[src/rtl/hazard_scoreboard_unit.sv]
// Hazard unit for an N-wide in-order pipeline: per-register load scoreboard,
// cross-lane load-use checks, ordered stalls, oldest-wins redirect/flush,
// saturating perf counters and a stall watchdog.
module hazard_scoreboard_unit #(
  parameter int LANES    = 2,
  parameter int REG_BITS = 5,
  parameter int LOAD_LAT = 1,
  parameter int WD_LIMIT = 15,
  parameter int CNT_W    = 16
) (
  input  logic                      clk,
  input  logic                      rst,
  input  logic [LANES*REG_BITS-1:0] rsD,
  input  logic [LANES*REG_BITS-1:0] rtD,
  input  logic [LANES-1:0]          validD,
  input  logic [LANES-1:0]          memReadD,
  input  logic [LANES*REG_BITS-1:0] writeRegisterD,
  input  logic [LANES-1:0]          validE,
  input  logic [LANES-1:0]          memReadE,
  input  logic [LANES*REG_BITS-1:0] writeRegisterE,
  input  logic [LANES-1:0]          branchE,
  input  logic [LANES-1:0]          takenBranchE,
  input  logic [LANES-1:0]          predictionE,
  input  logic [LANES-1:0]          pcSrcE,
  output logic [LANES-1:0]          Stall,
  output logic [LANES-1:0]          Flush,
  output logic [LANES-1:0]          CPCSignal,
  output logic [LANES-1:0]          killE,
  output logic [CNT_W-1:0]          stallCount,
  output logic [CNT_W-1:0]          flushCount,
  output logic                      deadlock
);

  localparam int SB_W  = (LOAD_LAT > 2) ? $clog2(LOAD_LAT) : 1;
  localparam int NREGS = 1 << REG_BITS;
  localparam int WD_W  = $clog2(WD_LIMIT + 1);
  localparam logic [SB_W-1:0] SB_INIT = SB_W'(LOAD_LAT - 1);
  localparam logic [WD_W-1:0] WD_MAX  = WD_W'(WD_LIMIT);

  logic [SB_W-1:0]     r_sb [NREGS];
  logic [CNT_W-1:0]    r_stall_cnt;
  logic [CNT_W-1:0]    r_flush_cnt;
  logic [WD_W-1:0]     r_wd;
  logic                r_dead;

  logic [REG_BITS-1:0] w_rs   [LANES];
  logic [REG_BITS-1:0] w_rt   [LANES];
  logic [REG_BITS-1:0] w_wr_d [LANES];
  logic [REG_BITS-1:0] w_wr_e [LANES];
  logic [LANES-1:0]    w_mis;
  logic [LANES-1:0]    w_live;
  logic [LANES-1:0]    w_haz;
  logic [LANES-1:0]    w_stall_raw;
  logic [NREGS-1:0]    w_set;
  logic                w_found;

  // Unpack per-lane fields and classify each execute lane.
  for (genvar gi = 0; gi < LANES; gi++) begin : g_lane
    assign w_rs[gi]   = rsD[gi*REG_BITS +: REG_BITS];
    assign w_rt[gi]   = rtD[gi*REG_BITS +: REG_BITS];
    assign w_wr_d[gi] = writeRegisterD[gi*REG_BITS +: REG_BITS];
    assign w_wr_e[gi] = writeRegisterE[gi*REG_BITS +: REG_BITS];
    assign w_mis[gi]  = validE[gi] & ((branchE[gi] & (takenBranchE[gi] ^ predictionE[gi])) | pcSrcE[gi]);
    assign w_live[gi] = validE[gi] & memReadE[gi] & ~killE[gi] & (w_wr_e[gi] != '0);
  end

  // Oldest redirecting lane wins: it and all younger lanes flush, younger execute lanes die.
  always_comb begin
    w_found   = 1'b0;
    Flush     = '0;
    killE     = '0;
    CPCSignal = '0;
    for (int i = 0; i < LANES; i++) begin
      if (w_found) begin
        Flush[i] = 1'b1;
        killE[i] = 1'b1;
      end else if (w_mis[i]) begin
        w_found      = 1'b1;
        Flush[i]     = 1'b1;
        CPCSignal[i] = branchE[i] & (takenBranchE[i] ^ predictionE[i]);
      end
    end
  end

  // Per-lane hazard: live execute load, pending scoreboard entry, or older decode load.
  always_comb begin : hazard_detect
    logic [REG_BITS-1:0] w_src;
    logic                w_hit;
    w_haz = '0;
    w_src = '0;
    w_hit = 1'b0;
    for (int j = 0; j < LANES; j++) begin
      for (int s = 0; s < 2; s++) begin
        w_src = (s == 0) ? w_rs[j] : w_rt[j];
        w_hit = 1'b0;
        if (validD[j] && (w_src != '0)) begin
          if (r_sb[w_src] != '0) w_hit = 1'b1;
          for (int i = 0; i < LANES; i++)
            if (w_live[i] && (w_wr_e[i] == w_src)) w_hit = 1'b1;
          for (int k = 0; k < j; k++)
            if (validD[k] && memReadD[k] && (w_wr_d[k] != '0) && (w_wr_d[k] == w_src)) w_hit = 1'b1;
        end
        if (w_hit) w_haz[j] = 1'b1;
      end
    end
  end

  // A stalled lane holds every younger lane; a flush discards decode so it cancels stalls.
  always_comb begin
    w_stall_raw = '0;
    for (int j = 0; j < LANES; j++)
      w_stall_raw[j] = w_haz[j] | ((j > 0) ? w_stall_raw[(j > 0) ? j-1 : 0] : 1'b0);
    Stall = (|Flush) ? '0 : w_stall_raw;
  end

  // Registers receiving a new live load this cycle.
  always_comb begin
    w_set = '0;
    for (int i = 0; i < LANES; i++)
      if (w_live[i]) w_set[w_wr_e[i]] = 1'b1;
  end

  // Scoreboard: new loads load the latency count, pending entries count down.
  always_ff @(posedge clk) begin
    for (int r = 0; r < NREGS; r++) begin
      if (!rst)               r_sb[r] <= '0;
      else if (w_set[r])      r_sb[r] <= SB_INIT;
      else if (r_sb[r] != '0) r_sb[r] <= r_sb[r] - 1'b1;
    end
  end

  // Saturating stall/flush perf counters.
  always_ff @(posedge clk) begin
    if (!rst) begin
      r_stall_cnt <= '0;
      r_flush_cnt <= '0;
    end else begin
      if ((|Stall) && (r_stall_cnt != '1)) r_stall_cnt <= r_stall_cnt + 1'b1;
      if ((|Flush) && (r_flush_cnt != '1)) r_flush_cnt <= r_flush_cnt + 1'b1;
    end
  end

  // Watchdog: count consecutive stalled cycles, latch deadlock when the limit is reached.
  always_ff @(posedge clk) begin
    if (!rst) begin
      r_wd   <= '0;
      r_dead <= 1'b0;
    end else if (|Stall) begin
      if (r_wd != WD_MAX) r_wd <= r_wd + 1'b1;
      if (r_wd >= WD_MAX - 1'b1) r_dead <= 1'b1;
    end else begin
      r_wd <= '0;
    end
  end

  assign stallCount = r_stall_cnt;
  assign flushCount = r_flush_cnt;
  assign deadlock   = r_dead;

endmodule

[config.mk]
export PLATFORM = sky130hd
export DESIGN_NAME = hazard_scoreboard_unit
export DESIGN_NICKNAME = d
export VERILOG_FILES = /design/src/rtl/hazard_scoreboard_unit.sv
export SDC_FILE = /design/constraint.sdc
export NUM_CORES = 1
export LEC_CHECK = 0
export BUFFER_PORTS_ARGS = -buffer_cell sky130_fd_sc_hd__buf_2
export CAP_MARGIN = 20
export CELL_PAD_IN_SITES_DETAIL_PLACEMENT = 0
export CELL_PAD_IN_SITES_GLOBAL_PLACEMENT = 1
export CORE_MARGIN = 4
export CORE_UTILIZATION = 46
export CTS_BUF_LIST = sky130_fd_sc_hd__clkbuf_16
export DETAILED_ROUTE_END_ITERATION = 12
export PLACE_DENSITY_LB_ADDON = 0.25
export SETUP_SLACK_MARGIN = 0.3
export SLEW_MARGIN = 15
export SYNTH_ARGS = -nofsm -noshare
export SYNTH_HDL_FRONTEND = slang
export SYNTH_SLANG_ARGS = --single-unit
export TNS_END_PERCENT = 30
[constraint.sdc]
create_clock -name clk -period 7.2 [get_ports clk]
set_clock_uncertainty 0.05 [all_clocks]
set_input_delay 1.08 -clock clk [delete_from_list [all_inputs] [get_ports clk]]
set_output_delay 1.08 -clock clk [all_outputs]
set_load 0.01 [all_outputs]
==> flow_metrics.env, run 1 <==
export IMPL_post_cts_setup_buffer_count=0
export IMPL_finalCriticalPeriod_ps=4820
export IMPL_report_final_setup_viol=0
export IMPL_maxSlewHeadroom=0.459
export IMPL_arrival_ps=3690
export IMPL_slew_viol_final=0
export IMPL_final_cell_mix="buf_2, nor2_1, mux2i_1, nand2_1, dfxtp_1"
export IMPL_synth_distinct_cells=62
export IMPL_clock_fmax_mhz=207
export IMPL_startpoint="rtD[5]"
export IMPL_synth_edf_count=31
export IMPL_crit_type="input port to primary output"
export IMPL_grt_pass1_wl_um=26100
export IMPL_initialDrtViolationCount=393
export IMPL_core_area_mm2=0.0116
export IMPL_pwr_density_cell_mw_per_mm2=176
export IMPL_ir_drop_mv=0.159
export IMPL_cts_root_buf="clkbuf_16"
export IMPL_ys_warn_count=0
export IMPL_yosysSeqAreaShare=0.307
export IMPL_grt_ovfl_total=0
export IMPL_rows=39
export IMPL_setup_worst_path_end="Stall[1]"
export IMPL_cts_tree="built"
export IMPL_cap_violations=0
export IMPL_path_delay_family="buffers and inverters"
export IMPL_die_w_um=118
export IMPL_cts_htree_levels=3
export IMPL_syn_area_mm2=0.00552
export IMPL_end_kind="primary output"
export IMPL_die_area_mm2=0.0138
export IMPL_slowest_delay_ps=570
export IMPL_critPathLaunchType="input port"
export IMPL_cp_required_ps=6070
export IMPL_port_buffers=91
export IMPL_grt_max_degree=30
export IMPL_num_antenna_cells=0
export IMPL_die_h_um=118
export IMPL_worst_path_stages=10
export IMPL_holdBufCountCts=0
export IMPL_fin_util=0.549
export IMPL_r2r_start="r_sb[27]$_DFFE_PP_"
export IMPL_p_leak_nw=2.53
export IMPL_layoutNonFillerInstCount=865
export IMPL_synth_seq_cells=69
export IMPL_syn_inst=630
export IMPL_regArea_mm2=0.00169
export IMPL_cts_resized_gates=0
export IMPL_path_max_fanout=29
export IMPL_detail_route_antenna_nets=0
export IMPL_worstReg2RegEnd="stallCount[1]$_SDFFE_PN0P_"
export IMPL_syn_avg_cell_area_um2=8.76
export IMPL_ys_async_sr_fraction=0
export IMPL_rsz0062_at_grt="false"
export IMPL_finalHoldViolCount=0
export IMPL_rr_worst_depth=9
export IMPL_hold_ws_ps=401
export IMPL_nNetsFinal=779
export IMPL_gp_congestion=0.996
export IMPL_vias=5190
export IMPL_drc_errors=0
export IMPL_hold_class="flip-flop to flip-flop"
export IMPL_cts_buffers=9
export IMPL_cp_num_buf_inv=3
export IMPL_initial_core_util=0.477
export IMPL_period_share=0.670
export IMPL_wirelength_um=16000
export IMPL_synth_ff_type="dfxtp_1"
export IMPL_placed_cells=849
export IMPL_r2r_setup_slack_ps=4390
export IMPL_multi_input_area_mm2=0.00367
export IMPL_insertion_delay_ps=340
export IMPL_pin_count=99
export IMPL_slowest_stage="mux4_2"
export IMPL_cts_reportedPaths_clkPinSlew_ps=60
export IMPL_first_global_vias=5135
export IMPL_grt_usage=0.231
export IMPL_avgViaCountPerCell=6.00
export IMPL_place_hpwl_um=11800
export IMPL_path_cells="buf_2 -> mux4_2 -> mux2i_1 -> nor3b_1 -> a2111o_1 -> o221ai_1 -> and4_1 -> buf_4 -> nor2_1 -> buf_2"
export IMPL_numClockSinks=69
export IMPL_status="finished clean"
export IMPL_tightest_slew_ps=805
export IMPL_post_drt_wl_per_cell_um=18.5
export IMPL_drtPass1Iterations=7
export IMPL_ctsLongestPathBuffers=2
export IMPL_antenna_found_initial=0
export IMPL_fillers=1099
export IMPL_crit_top_cell="buf_2"
export IMPL_drive_gt1_frac=0.181
export IMPL_area_delta_synth_final_pct=15.1
export IMPL_finalSetupTns_ps=0
export IMPL_layout_commonest_cell="buf_2"
[power breakdown]
| part | leakage [nW] | switching [W] | internal [W] | total [W] |
|---|---|---|---|---|
| clock network | 0.159 | 0.000169 | 0.000271 | 0.000439 |
| logic | 1.75 | 0.000130 | 0.0000929 | 0.000223 |
| registers | 0.623 | 0.0000259 | 0.000430 | 0.000456 |
[state kept, by name, summed over array words and instances (netlist names)]
register / flops
deadlock: 1
flushCount: 16
r_sb: 32
r_wd: 4
stallCount: 16
[cells by family (layout without fill, tap and decap cells)]
group,after synthesis,count (layout),share of synthesized area
and+or+nand+nor,289,289,0.284
adders and majority gates,4,4,0.00907
muxes,60,60,0.136
DFF,69,69,0.307
xor gates and xnor gates,68,68,0.108
AOI/OAI and AO/OA,78,78,0.105
buffers and inverters,61,121,0.0503
other,1,33,0.000680
[cells in the mapped netlist (all sizes together), types with 7 or more instances]
| master | n | share of area |
|---|---|---|
| a21oi | 14 | 0.013 |
| a22oi | 9 | 0.012 |
| and3 | 12 | 0.014 |
| buf | 25 | 0.026 |
| clkbuf | 24 | 0.016 |
| dfxtp | 38 | 0.14 |
| edfxtp | 31 | 0.17 |
| inv | 11 | 0.0075 |
| mux2i | 48 | 0.087 |
| mux4 | 12 | 0.049 |
| nand2 | 40 | 0.027 |
| nand2b | 13 | 0.015 |
| nand3 | 29 | 0.026 |
| nand3b | 11 | 0.015 |
| nand4 | 16 | 0.018 |
| nor2 | 82 | 0.056 |
| nor3 | 11 | 0.011 |
| o21ai | 11 | 0.010 |
| or3 | 12 | 0.015 |
| or3b | 7 | 0.011 |
| or4 | 21 | 0.029 |
| xnor2 | 34 | 0.054 |
| xor2 | 34 | 0.054 |
[tightest hold or removal path: stages (launching register included)]
cell	delay, ps
dfxtp_1	320
nand2_1	50
o31ai_1	50
[layout make-up]
cell class / instances / share of cell area
Clock inverter: 5 / 0.00335
Timing Repair Buffer: 93 / 0.0741
Clock buffer: 11 / 0.0433
Tap cell: 143 / 0.0282
Sequential cell: 69 / 0.266
Multi-Input combinational cell: 532 / 0.578
Inverter: 12 / 0.00709
[through the flow]
stage          total power (W)  setup WS (ps)  area (um^2)
2_1_floorplan         0.000618           3090         5640
3_3_place_gp          0.000679           2390         6050
3_5_place_dp          0.000684           2390         6050
4_1_cts                0.00113           2370         6350
5_1_grt                0.00117           2230         6350
6_report               0.00112           2380         6350
[how the worst min path moves through the flow]
stage	startpoint	to	slack (ps)	cells past startpoint
after floorplan	deadlock$_SDFFE_PN0P_	deadlock$_SDFFE_PN0P_	430	2
after CTS	deadlock$_SDFFE_PN0P_	deadlock$_SDFFE_PN0P_	400	2
after detailed placement	deadlock$_SDFFE_PN0P_	deadlock$_SDFFE_PN0P_	390	2
after global placement	deadlock$_SDFFE_PN0P_	deadlock$_SDFFE_PN0P_	380	2
final	deadlock$_SDFFE_PN0P_	deadlock$_SDFFE_PN0P_	400	2
after global routing	deadlock$_SDFFE_PN0P_	deadlock$_SDFFE_PN0P_	420	2
[metal layers]
metal	track usage	wire length (um)	up-vias
met4	0.106	537	0
met2	0.382	7600	183
met3	0.0457	906	48
met1	0.291	6950	2493
met5	0	0	-
li1	-	-	2466
Power figures use the tool's default switching activity.
==> inputs of run 2 (changes only) <==
- ABC_AREA: not set -> 1
- CORE_UTILIZATION: 46 -> 41
- clock period: 7.2 -> 4.65 ns (I/O delays scaled with it)
==> run 2 against run 1 <==
Setup slack got worse by 1300 ps. Hold slack better by 6.7 ps. Routed wire length up 23%. Critical path depth is 4 higher. Non-clock buffer count is 1 lower. Global-route usage shrank 0.49 points. Critical path type unchanged. Highest routed layer unchanged.
==> flow_metrics.env, run 2 <==
export IMPL_yosysMostFrequentCell="nand2_1"
export IMPL_ys_top_cells_by_area="nand2_1, edfxtp_1, dfxtp_1"
export IMPL_finalCriticalPeriod_ps=3560
export IMPL_synth_ff_type="dfxtp_1"
export IMPL_port_buffers=91
export IMPL_drc_errors=0
export IMPL_ir_drop_mv=0.252
export IMPL_r2r_start="stallCount[0]$_SDFFE_PN0P_"
export IMPL_drive_gt1_frac=0.155
export IMPL_fillers=1596
export IMPL_syn_area_mm2=0.00624
export IMPL_grt_pass1_wl_um=32200
export IMPL_path_max_fanout=20
export IMPL_rsz0062_at_grt="false"
export IMPL_ys_warn_count=0
export IMPL_cts_tree="built"
export IMPL_finalSetupTns_ps=0
export IMPL_die_h_um=131
export IMPL_synth_edf_count=31
export IMPL_synth_common_cells="nand2_1, nand3_1, inv_1"
export IMPL_finalHoldViolCount=0
export IMPL_tightest_slew_ps=849
export IMPL_antenna_found_initial=0
export IMPL_cts_reportedPaths_clkPinSlew_ps=60
export IMPL_hold_class="flip-flop to flip-flop"
export IMPL_initial_core_util=0.424
export IMPL_synth_top_area_cell="nand2_1"
export IMPL_post_drt_wl_per_cell_um=15.9
export IMPL_yosysSeqAreaShare=0.271
export IMPL_p_leak_nw=3.25
export IMPL_gp_congestion=0.919
export IMPL_worstReg2RegEnd="stallCount[8]$_SDFFE_PN0P_"
export IMPL_num_antenna_cells=0
export IMPL_slew_viol_final=0
export IMPL_detail_route_antenna_nets=0
export IMPL_holdBufCountCts=0
export IMPL_ctsLongestPathBuffers=2
export IMPL_cp_required_ps=3900
export IMPL_cts_htree_levels=3
export IMPL_first_global_vias=6089
export IMPL_arrival_ps=2810
export IMPL_final_cell_mix="nand2_1, nand3_1, inv_1, nor2_1, buf_2"
export IMPL_numClockSinks=69
export IMPL_multi_input_area_mm2=0.00383
export IMPL_critPathLaunchType="input port"
export IMPL_end_kind="primary output"
export IMPL_area_delta_synth_final_pct=12.4
export IMPL_syn_avg_cell_area_um2=6.48
export IMPL_setup_worst_path_end="Stall[1]"
export IMPL_wirelength_um=19700
export IMPL_crit_type="input port to primary output"
export IMPL_cap_violations=0
export IMPL_nNetsFinal=1112
export IMPL_largest_reg_flops=32
export IMPL_cts_root_buf="clkbuf_16"
export IMPL_synth_seq_cells=69
export IMPL_pwr_density_cell_mw_per_mm2=260
export IMPL_grt_max_degree=45
export IMPL_initialDrtViolationCount=481
export IMPL_insertion_delay_ps=330
export IMPL_top_register="r_sb"
export IMPL_grt_usage=0.226
export IMPL_grt_ovfl_total=0
export IMPL_pin_count=99
export IMPL_clock_fmax_mhz=281
export IMPL_rows=44
export IMPL_layout_commonest_cell="nand2_1"
export IMPL_place_hpwl_um=15000
export IMPL_ys_async_sr_fraction=0
export IMPL_avgViaCountPerCell=5.13
export IMPL_cts_buffers=9
export IMPL_synth_distinct_cells=45
export IMPL_die_area_mm2=0.0173
export IMPL_maxSlewHeadroom=0.434
export IMPL_regArea_mm2=0.00169
export IMPL_hold_ws_ps=408
export IMPL_drtPass1Iterations=5
export IMPL_report_final_setup_viol=0
export IMPL_post_cts_setup_buffer_count=0
export IMPL_syn_inst=963
export IMPL_die_w_um=131
export IMPL_period_share=0.766
export IMPL_status="finished clean"
export IMPL_cts_resized_gates=0
export IMPL_vias=6352
export IMPL_p_total_w=0.00182
export IMPL_r2r_setup_slack_ps=1980
export IMPL_core_area_mm2=0.0147
export IMPL_synth_top_area_frac=0.175
export IMPL_rr_worst_depth=8
export IMPL_startpoint="writeRegisterE[7]"
[run 2: per-stage QoR]
step | setup slack [ps] | area [um^2] | cells | util
after global placement | 1130 | 6680 | 1223 | 0.455
after detailed placement | 1120 | 6680 | 1223 | 0.455
after global routing | 966 | 7010 | 1239 | 0.477
after floorplan | 1920 | 6360 | 995 | -
after CTS | 1110 | 7010 | 1239 | 0.477
final | 1090 | 7010 | 1239 | 0.477
[run 2: kinds of logic after synthesis]
kind of cell / after synthesis / share of synthesized area
flops: 69 / 0.271
other cells: 1 / 0.000601
xor+xnor: 51 / 0.0716
fa+ha+maj: 4 / 0.00802
compound gates: 97 / 0.108
simple gates: 569 / 0.407
buf+inv: 172 / 0.134
[run 2: routing by layer]
metal | wire length [um] | track usage | vias to the layer above
li1 | - | - | 3283
met1 | 8810 | 0.300 | 2853
met2 | 9600 | 0.394 | 186
met3 | 915 | 0.0218 | 30
met4 | 354 | 0.0636 | 0
met5 | 0 | 0 | -
[run 2: where the power goes]
part	switching (W)	internal, W	leakage [nW]
Combinational	0.000279	0.000126	2.46
Sequential	0.0000226	0.000664	0.623
Clock	0.000268	0.000462	0.165
Total	0.000569	0.00125	3.25
[run 2: area by class of cell]
type | instances | share of cell area
Tap cell | 184 | 0.0328
Clock inverter | 4 | 0.00428
Clock buffer | 12 | 0.0428
Inverter | 124 | 0.0667
Sequential cell | 69 | 0.241
Multi-Input combinational cell | 754 | 0.546
Timing Repair Buffer | 92 | 0.0660
[run 2: how the worst min path moves through the flow]
stage                                startpoint                    end  slack (ps)  cells past startpoint
after floorplan            r_wd[3]$_SDFFE_PN0P_   r_wd[3]$_SDFFE_PN0P_         400                      2
after global placement    deadlock$_SDFFE_PN0P_  deadlock$_SDFFE_PN0P_         390                      2
after detailed placement  deadlock$_SDFFE_PN0P_  deadlock$_SDFFE_PN0P_         400                      2
after CTS                 deadlock$_SDFFE_PN0P_  deadlock$_SDFFE_PN0P_         410                      2
after global routing      deadlock$_SDFFE_PN0P_  deadlock$_SDFFE_PN0P_         430                      2
final                     deadlock$_SDFFE_PN0P_  deadlock$_SDFFE_PN0P_         410                      2
[run 2: worst max-delay path: stages]
cell and delay [ps]:
buf_2 320, inv_2 120, nand3_2 110, nand2_2 60, nor2_2 500, nand2_1 110, nand2_1 70, inv_1 40
nand3_1 80, nand2_2 50, nand2_2 110, nand2_2 80, nand2_4 240, buf_2 200
